$ cat config.mk
export PLATFORM = sky130hd
export DESIGN_NAME = proc_core_param
export DESIGN_NICKNAME = d
export VERILOG_FILES = /design/src/rtl/proc_core_param.sv
export SDC_FILE = /design/constraint.sdc
export NUM_CORES = 2
export LEC_CHECK = 0
export BUFFER_PORTS_ARGS = -buffer_cell sky130_fd_sc_hd__buf_2
export CAP_MARGIN = 15
export CORE_ASPECT_RATIO = 0.7
export CORE_UTILIZATION = 45
export CTS_BUF_LIST = sky130_fd_sc_hd__clkbuf_8
export DETAILED_ROUTE_END_ITERATION = 10
export GPL_TIMING_DRIVEN = 1
export PLACE_DENSITY = 0.58
export SLEW_MARGIN = 40
export SYNTH_ARGS = -nofsm -noshare
export SYNTH_HDL_FRONTEND = slang
export SYNTH_SLANG_ARGS = --single-unit
export TNS_END_PERCENT = 20
$ cat constraint.sdc
create_clock -name clk -period 13.9 [get_ports clk]
set_clock_uncertainty 0.1 [all_clocks]
set_input_delay 2.78 -clock clk [delete_from_list [all_inputs] [get_ports clk]]
set_output_delay 2.78 -clock clk [all_outputs]
set_load 0.01 [all_outputs]
$ cat src/rtl/proc_core_param.sv
// proc_core_param: parametrised multi-cycle core (IDLE/FETCH/EXEC/MEM/HALT).
// Each instruction fetches over a req/ack handshake and executes in one cycle.
// Loads and stores then spend at least one more cycle in a req/ack data
// access, so a shared arbiter can insert wait states on either port.
// Ports:
//   clk, rst           clock, synchronous active-high reset
//   enable             start/continue permission, sampled in IDLE only
//   core_id, n_cores   seed values for R[NREG-1] / R[NREG-2] on reset
//   imem_*             instruction fetch handshake (addr = PC)
//   dmem_*             data load/store handshake
//   halted, pc_out     status: HALT executed, registered PC
module proc_core_param #(
  parameter  int DATA_W  = 32,
  parameter  int ADDR_W  = 12,
  parameter  int PC_W    = 6,
  parameter  int RIDX_W  = 4,
  parameter  int ID_W    = 3,
  localparam int INSTR_W = 4 + 2*RIDX_W + ADDR_W
) (
  input  logic               clk,
  input  logic               rst,
  input  logic               enable,
  input  logic [ID_W-1:0]    core_id,
  input  logic [ID_W-1:0]    n_cores,
  output logic               imem_req,
  output logic [PC_W-1:0]    imem_addr,
  input  logic [INSTR_W-1:0] imem_rdata,
  input  logic               imem_ack,
  output logic               dmem_req,
  output logic               dmem_we,
  output logic [ADDR_W-1:0]  dmem_addr,
  output logic [DATA_W-1:0]  dmem_wdata,
  input  logic [DATA_W-1:0]  dmem_rdata,
  input  logic               dmem_ack,
  output logic               halted,
  output logic [PC_W-1:0]    pc_out
);
  localparam int NREG = 1 << RIDX_W;

  typedef enum logic [2:0] {S_IDLE, S_FETCH, S_EXEC, S_MEM, S_HALT} state_t;
  typedef enum logic [3:0] {
    OP_NOP, OP_LDI, OP_LOAD, OP_LOADR, OP_STORE, OP_STORER, OP_ADD, OP_SUB,
    OP_MUL, OP_INC, OP_JMP, OP_JZ, OP_JNZ, OP_MOV, OP_HALT, OP_RSVD
  } op_t;

  state_t            state;
  logic [PC_W-1:0]   pc;
  logic [INSTR_W-1:0] ir;
  logic              z_flag;
  logic [DATA_W-1:0] regs [NREG];

  // decode fields straight from IR
  op_t               op;
  logic [RIDX_W-1:0] ra, rb;
  logic [ADDR_W-1:0] imm;
  logic [DATA_W-1:0] va, vb;

  assign op  = op_t'(ir[INSTR_W-1 -: 4]);
  assign ra  = ir[INSTR_W-5 -: RIDX_W];
  assign rb  = ir[INSTR_W-5-RIDX_W -: RIDX_W];
  assign imm = ir[ADDR_W-1:0];
  // both operands read pre-write values, so ADD R1,R1 doubles R1
  assign va  = regs[ra];
  assign vb  = regs[rb];

  logic [DATA_W-1:0] res;
  logic              wr, zupd, jmp, mem, store;
  logic [ADDR_W-1:0] mem_addr;
  logic [PC_W-1:0]   pc_inc, pc_next;

  always_comb begin
    res   = '0;
    wr    = 1'b0;
    zupd  = 1'b0;
    jmp   = 1'b0;
    mem   = 1'b0;
    store = 1'b0;
    case (op)
      OP_LDI:    begin res = DATA_W'(imm);      wr = 1'b1; end
      OP_LOAD,
      OP_LOADR:  mem = 1'b1;
      OP_STORE,
      OP_STORER: begin mem = 1'b1; store = 1'b1; end
      OP_ADD:    begin res = va + vb;           wr = 1'b1; zupd = 1'b1; end
      OP_SUB:    begin res = va - vb;           wr = 1'b1; zupd = 1'b1; end
      OP_MUL:    begin res = va * vb;           wr = 1'b1; zupd = 1'b1; end
      OP_INC:    begin res = va + DATA_W'(1);   wr = 1'b1; zupd = 1'b1; end
      OP_JMP:    jmp = 1'b1;
      OP_JZ:     jmp = z_flag;
      OP_JNZ:    jmp = ~z_flag;
      OP_MOV:    begin res = vb;                wr = 1'b1; end
      default:   ;
    endcase
  end

  // immediate forms address by imm, register forms by the low bits of rb
  assign mem_addr = (op == OP_LOAD || op == OP_STORE) ? imm : vb[ADDR_W-1:0];
  assign pc_inc   = pc + PC_W'(1);
  assign pc_next  = jmp ? imm[PC_W-1:0] : pc_inc;

  always_ff @(posedge clk) begin
    if (rst) begin
      state      <= S_IDLE;
      pc         <= '0;
      ir         <= '0;
      z_flag     <= 1'b0;
      imem_req   <= 1'b0;
      dmem_req   <= 1'b0;
      dmem_we    <= 1'b0;
      dmem_addr  <= '0;
      dmem_wdata <= '0;
      halted     <= 1'b0;
      for (int i = 0; i < NREG; i++) regs[i] <= '0;
      regs[NREG-1] <= DATA_W'(core_id);
      regs[NREG-2] <= DATA_W'(n_cores);
    end else begin
      case (state)
        S_IDLE: if (enable) begin
          imem_req <= 1'b1;
          state    <= S_FETCH;
        end
        S_FETCH: if (imem_ack) begin
          ir       <= imem_rdata;
          imem_req <= 1'b0;
          state    <= S_EXEC;
        end
        S_EXEC: begin
          if (wr)   regs[ra] <= res;
          if (zupd) z_flag   <= (res == '0);
          if (op == OP_HALT) begin
            halted <= 1'b1;
            state  <= S_HALT;
          end else if (mem) begin
            dmem_req   <= 1'b1;
            dmem_we    <= store;
            dmem_addr  <= mem_addr;
            dmem_wdata <= va;
            state      <= S_MEM;
          end else begin
            pc    <= pc_next;
            state <= S_IDLE;
          end
        end
        S_MEM: if (dmem_ack) begin
          if (!dmem_we) regs[ra] <= dmem_rdata;
          dmem_req <= 1'b0;
          dmem_we  <= 1'b0;
          pc       <= pc_inc;
          state    <= S_IDLE;
        end
        S_HALT:  halted <= 1'b1;
        default: state  <= S_IDLE;
      endcase
    end
  end

  assign imem_addr = pc;
  assign pc_out    = pc;

endmodule
## Word level (Yosys, flattened, before mapping)

Memories as Yosys holds them, arrays and structs flattened. A register that Yosys moved wholly into a read port is not among the register bits.
Cells that the tools add are included.

| cells by class | value |
|---|---|
| add/sub/neg operators | 4 |
| multipliers | 1 |
| bitwise gates (word level) | 6 |
| reduce and logical (&&, ||, !) cells | 19 |
| muxes and demuxes | 51 |
| equality and inequality tests | 25 |

Operators with widths:

| kind | count |
|---|---|
| $pmux W32 S6 | 1 |
| $mux W32 | 4 |
| $add A32 B1 Y32 const B | 1 |
| $add A32 B32 Y32 | 1 |
| $logic_not A32 Y1 | 1 |
| $mul A32 B32 Y32 | 1 |
| $reduce_or A32 Y1 | 1 |
| $sub A32 B32 Y32 | 1 |
| $eq A4 B4 Y1 const B | 7 |
| $mux W1 | 24 |
| $mux W6 | 4 |
| $mux W4 | 5 |
| $eq A4 B3 Y1 const B | 4 |
| $pmux W3 S5 | 1 |
| $ne A2 B2 Y1 const B | 7 |
| $mux W12 | 1 |
| $mux W3 | 4 |
| $pmux W6 S2 | 1 |
| $reduce_and A4 Y1 | 3 |
| $eq A4 B2 Y1 const B | 2 |
| $pmux W1 S2 | 4 |
| $reduce_or A4 Y1 | 2 |
| $add A6 B1 Y6 const B | 1 |
| $eq A3 B2 Y1 const B | 2 |
| other kinds (14) | 23 |

| word-level totals | value |
|---|---|
| bits in writable memories | 512 |
| output and inout port bits | 60 |
| register bits after elaboration | 82 |
| memories | 1 |

Memories:

| memory | depth | width | read ports | clocked after memory_dff | wr ports | RTL line | text |
|---|---|---|---|---|---|---|---|
| regs | 16 | 32 | 2 | 2 | 16 | 50 | `logic [DATA_W-1:0] regs [NREG];` |

## Logic depth before layout (Yosys ltp)

| depth | value |
|---|---|
| depth in word-level cells | 10 |
| mapped depth | 39 |
| gate-level depth less buffers | 32 |

## Worst setup path before layout

No wires, ideal clock.

| timing | value |
|---|---|
| path kind | register to register |
| start point | register (tool-made name) |
| end point | memory regs[3][26], data pin |
| setup slack | 4290 ps |
| data arrival time | 9244 ps |
| stages on the path, launching flop included | 32 |
| path buffers | 5 |
| setup time | 266 ps |
| path through | dfxtp_1 buf_2 buf_2 buf_2 mux4_2 a221oi_1 clkbuf_1 nor2_1 fa_1 fa_1 fa_1 inv_1 fa_1 inv_1 fa_1 inv_1 fa_1 inv_1 fa_1 fa_1 ha_1 nand4_1 nor2_1 o21ai_0 a221oi_1 o21a_1 nor2_1 xnor2_1 a222oi_1 a21o_1 clkbuf_1 nor2_1 |

RTL lines:

| item | RTL line |
|---|---|
| to (decl) | 50 |

==> metrics.yaml <==
outcome:
  status: "complete, no violations"
cts:
  cts_num_sinks: 602
  clockRootBuffer: "clkbuf_8"
  clk_pin_slew_worst_paths_ns: 0.09
  htreeDepth: 3
  tritoncts: "yes"
  cts_setup_buffers: 0
  cts-hold-fix-buffers: 0
  cts_buffers: 96
  clockBufferDepth: 3
  clkLatencyLatePin_ns: 0.83
  ctsResizeCount: 0
place:
  pre_cts_slack_ns: 2.656
  gp_congestion: 1.009
  port_buffers: 126
  hpwl_um: 128700
  dpl_cell_area_mm2: 0.05105
worst_hold_path:
  holdPathStages: 2
  hold_path_end: "dmem_wdata[22]"
  min-delay-start: "dmem_wdata[22]"
  hold_path_class: "reg2reg"
routing:
  top_layer: "met5"
  wire_per_inst_um: 31.64
  drt-met1-wl_um: 79530
  drtIter0Drc: 5439
  drtPass1Iterations: 6
  vias_per_cell: 6.328
  detail-route-antenna-nets: 0
  drc: 0
  wl_met3_um: 31020
  vias: 38230
  met2WireLength_um: 75010
  drt_wl_total_um: 191200
synth:
  synth_area_leader_cell: "edfxtp_1"
  synth.cells.most_frequent: "nor2_1 (933), edfxtp_1 (512), inv_1 (460)"
  postSynthAreaPerCell_um2: 10.80
  yosysSeqAreaShare: 0.3546
  postSynthCellCount: 4484
  netlist_area_mm2: 0.04844
  ys.flop_type: "edfxtp_1"
  yosys_warnings: 0
  synth_edf_count: 512
  syn_nets: 5116
  yosysMostFrequentCell: "nor2_1"
  netlist.area_leader.share: 0.3174
  ys_top_cells_by_area: "edfxtp_1 (32%), fa_1 (17%), mux4_2 (13%), nor2_1 (7.2%), ha_1 (4.0%)"
  synthArstFlopShare: 0
  ys_types: 89
  ys_ff_latch: 602
die:
  io-pin-count: 127
  core_area_mm2: 0.1065
  initial_core_util: 0.4549
  die_h_um: 276.5
  die_w_um: 394.1
  die_area_mm2: 0.1090
  num_rows: 100
timing:
  hold_violations: 0
  drv_slew: 0
  period_share: 0.8409
  fmax_ghz: 0.08556
  rsz0062_at_grt: "no"
  final-setup-viol-count: 0
  timing.hold.ws_ns: 0.3598
  final.setup.tns_ns: 0
  fin_ws_ns: 2.212
  tightest_slew_ns: 0.9144
  min_period_ns: 11.69
  slew_headroom: 0.3867
critical_path:
  critical_path.slowest_cell: "dfxtp_4"
  cp_max_fo: 42
  setup.worst_path.start_class: "flip-flop"
  crit_family: "adder cells"
  worstPathArrival_ns: 12.33
  r2r_end: "z_flag"
  path_buf_inv: 7
  end_kind: "flip-flop"
  path_class: "reg2reg"
  crit_path_max_incr_delay_ns: 0.80
  rrSetupSlack_ns: 2.21
  worstPathRequired_ns: 14.55
  r2r_cells: 31
  cpMostUsedCell: "fa_1"
cells_and_area:
  utilization: 0.4990
  ff_latch_area_mm2: 0.01720
  area_growth_pct: 9.705
  multi_input_area_mm2: 0.02859
  layout-drive-gt1-share: 0.1841
  nNetsFinal: 5163
  final_area_mm2: 0.05314
  fillCellCount: 9665
grt:
  grt-ovfl-total: 0
  grt_pass1_vias: 37370
  grt_max_degree: 84
  grt_usage: 0.3506
  grt_first_pass_wirelength_um: 272100
  antenna_found_initial: 8
pwr:
  p_leak_uw: 0.02086
  p_per_area_mw_per_mm2: 221.7
  vdd_drop_max_v: 0.0004537
job:
  drv_cap: 0
==> cells by family (layout without fill, tap and decap cells) <==
family,after synthesis,after routing,synth area share
compound gates,549,549,0.07791
xor+xnor,100,100,0.01865
fa+ha+maj,566,566,0.2095
buf+inv,789,916,0.06597
flops,602,602,0.3546
mux,334,334,0.1393
other cells,0,3,0
simple gates,1544,1544,0.1340
==> worst reg2reg max path: cells and delay by family, from the launching register on <==
kind,cells,cell delay [ns]
buf+inv,7,1.81
simple gates,9,3.66
compound gates,5,1.11
mux,1,0.38
fa+ha+maj,9,3.76
flops,1,0.80
==> routing by layer <==
layer,GRT usage,up-vias
met5,0,-
met3,0.1275,357
met4,0.09398,18
met2,0.4645,2899
met1,0.5332,19460
li1,-,15500
==> cell usage in the layout, fill, tap and decap left out, types with 12 or more instances in the layout <==
cell type | netlist | final
nor2_1 | 933 | 927
edfxtp_1 | 512 | 512
inv_1 | 460 | 499
fa_1 | 409 | 409
nand2_1 | 344 | 331
mux4_2 | 270 | 270
ha_1 | 156 | 156
a21oi_1 | 146 | 143
buf_4 | 16 | 137
buf_2 | 17 | 125
clkbuf_8 | 0 | 102
o21ai_0 | 88 | 86
dfxtp_1 | 90 | 84
xnor2_1 | 72 | 72
a21o_1 | 43 | 43
mux2i_1 | 44 | 42
nor2b_1 | 38 | 34
nor3_1 | 34 | 32
a22o_1 | 31 | 31
nand3_1 | 34 | 30
a22oi_1 | 27 | 27
or2_2 | 27 | 27
a211oi_1 | 29 | 27
xor2_1 | 26 | 26
nand2b_1 | 39 | 23
mux2_2 | 20 | 20
o21ai_2 | 1 | 16
clkinv_1 | 2 | 16
and2_1 | 19 | 16
nand4_1 | 15 | 15
a31oi_1 | 17 | 15
o211ai_1 | 15 | 15
o21ai_1 | 27 | 13
nand2_2 | 0 | 13
or3_1 | 13 | 12
nand2b_4 | 0 | 12
==> power by group <==
part / switching, uW / total (uW) / internal, uW
registers: 43.5 / 2050 / 2010
logic: 5100 / 8100 / 3000
clock network: 805 / 1630 / 825
total: 5950 / 11800 / 5830
==> metrics by stage <==
step / instances / power [uW]
after floorplan: 4484 / 7417
after global placement: 5857 / 9897
after detailed placement: 5859 / 9881
after CTS: 6037 / 11580
after global routing: 6040 / 12470
final: 6042 / 11780
==> state kept, by name, summed over array words and instances, names as in the netlist, 3 cells and up, named ones only <==
name and flops:
dmem_addr 12, dmem_wdata 32, imem_addr 6, ir 24
regs 512, state 3
==> worst max-delay path by stage <==
| stage | to | slack (ns) | cells past startpoint |
|---|---|---|---|
| 6_report | z_flag | 2.21 | 31 |
| 3_3_place_gp | z_flag | 2.44 | 29 |
| 4_1_cts | regs[5][26] | 2.75 | 29 |
| 5_1_grt | z_flag | 2.12 | 30 |
| 3_5_place_dp | z_flag | 2.66 | 30 |
| 2_1_floorplan | regs[3][26] | 4.29 | 31 |
==> final cells by class <==
| cell class | instances | share of cell area |
|---|---|---|
| Antenna cell | 3 | 0.0001413 |
| Multi-Input combinational cell | 3093 | 0.5381 |
| Tap cell | 1428 | 0.03362 |
| Clock inverter | 76 | 0.01135 |
| Timing Repair Buffer | 269 | 0.03360 |
| Clock buffer | 102 | 0.02642 |
| Sequential cell | 602 | 0.3236 |
| Inverter | 469 | 0.03313 |
(Power assumes the default switching activity.)
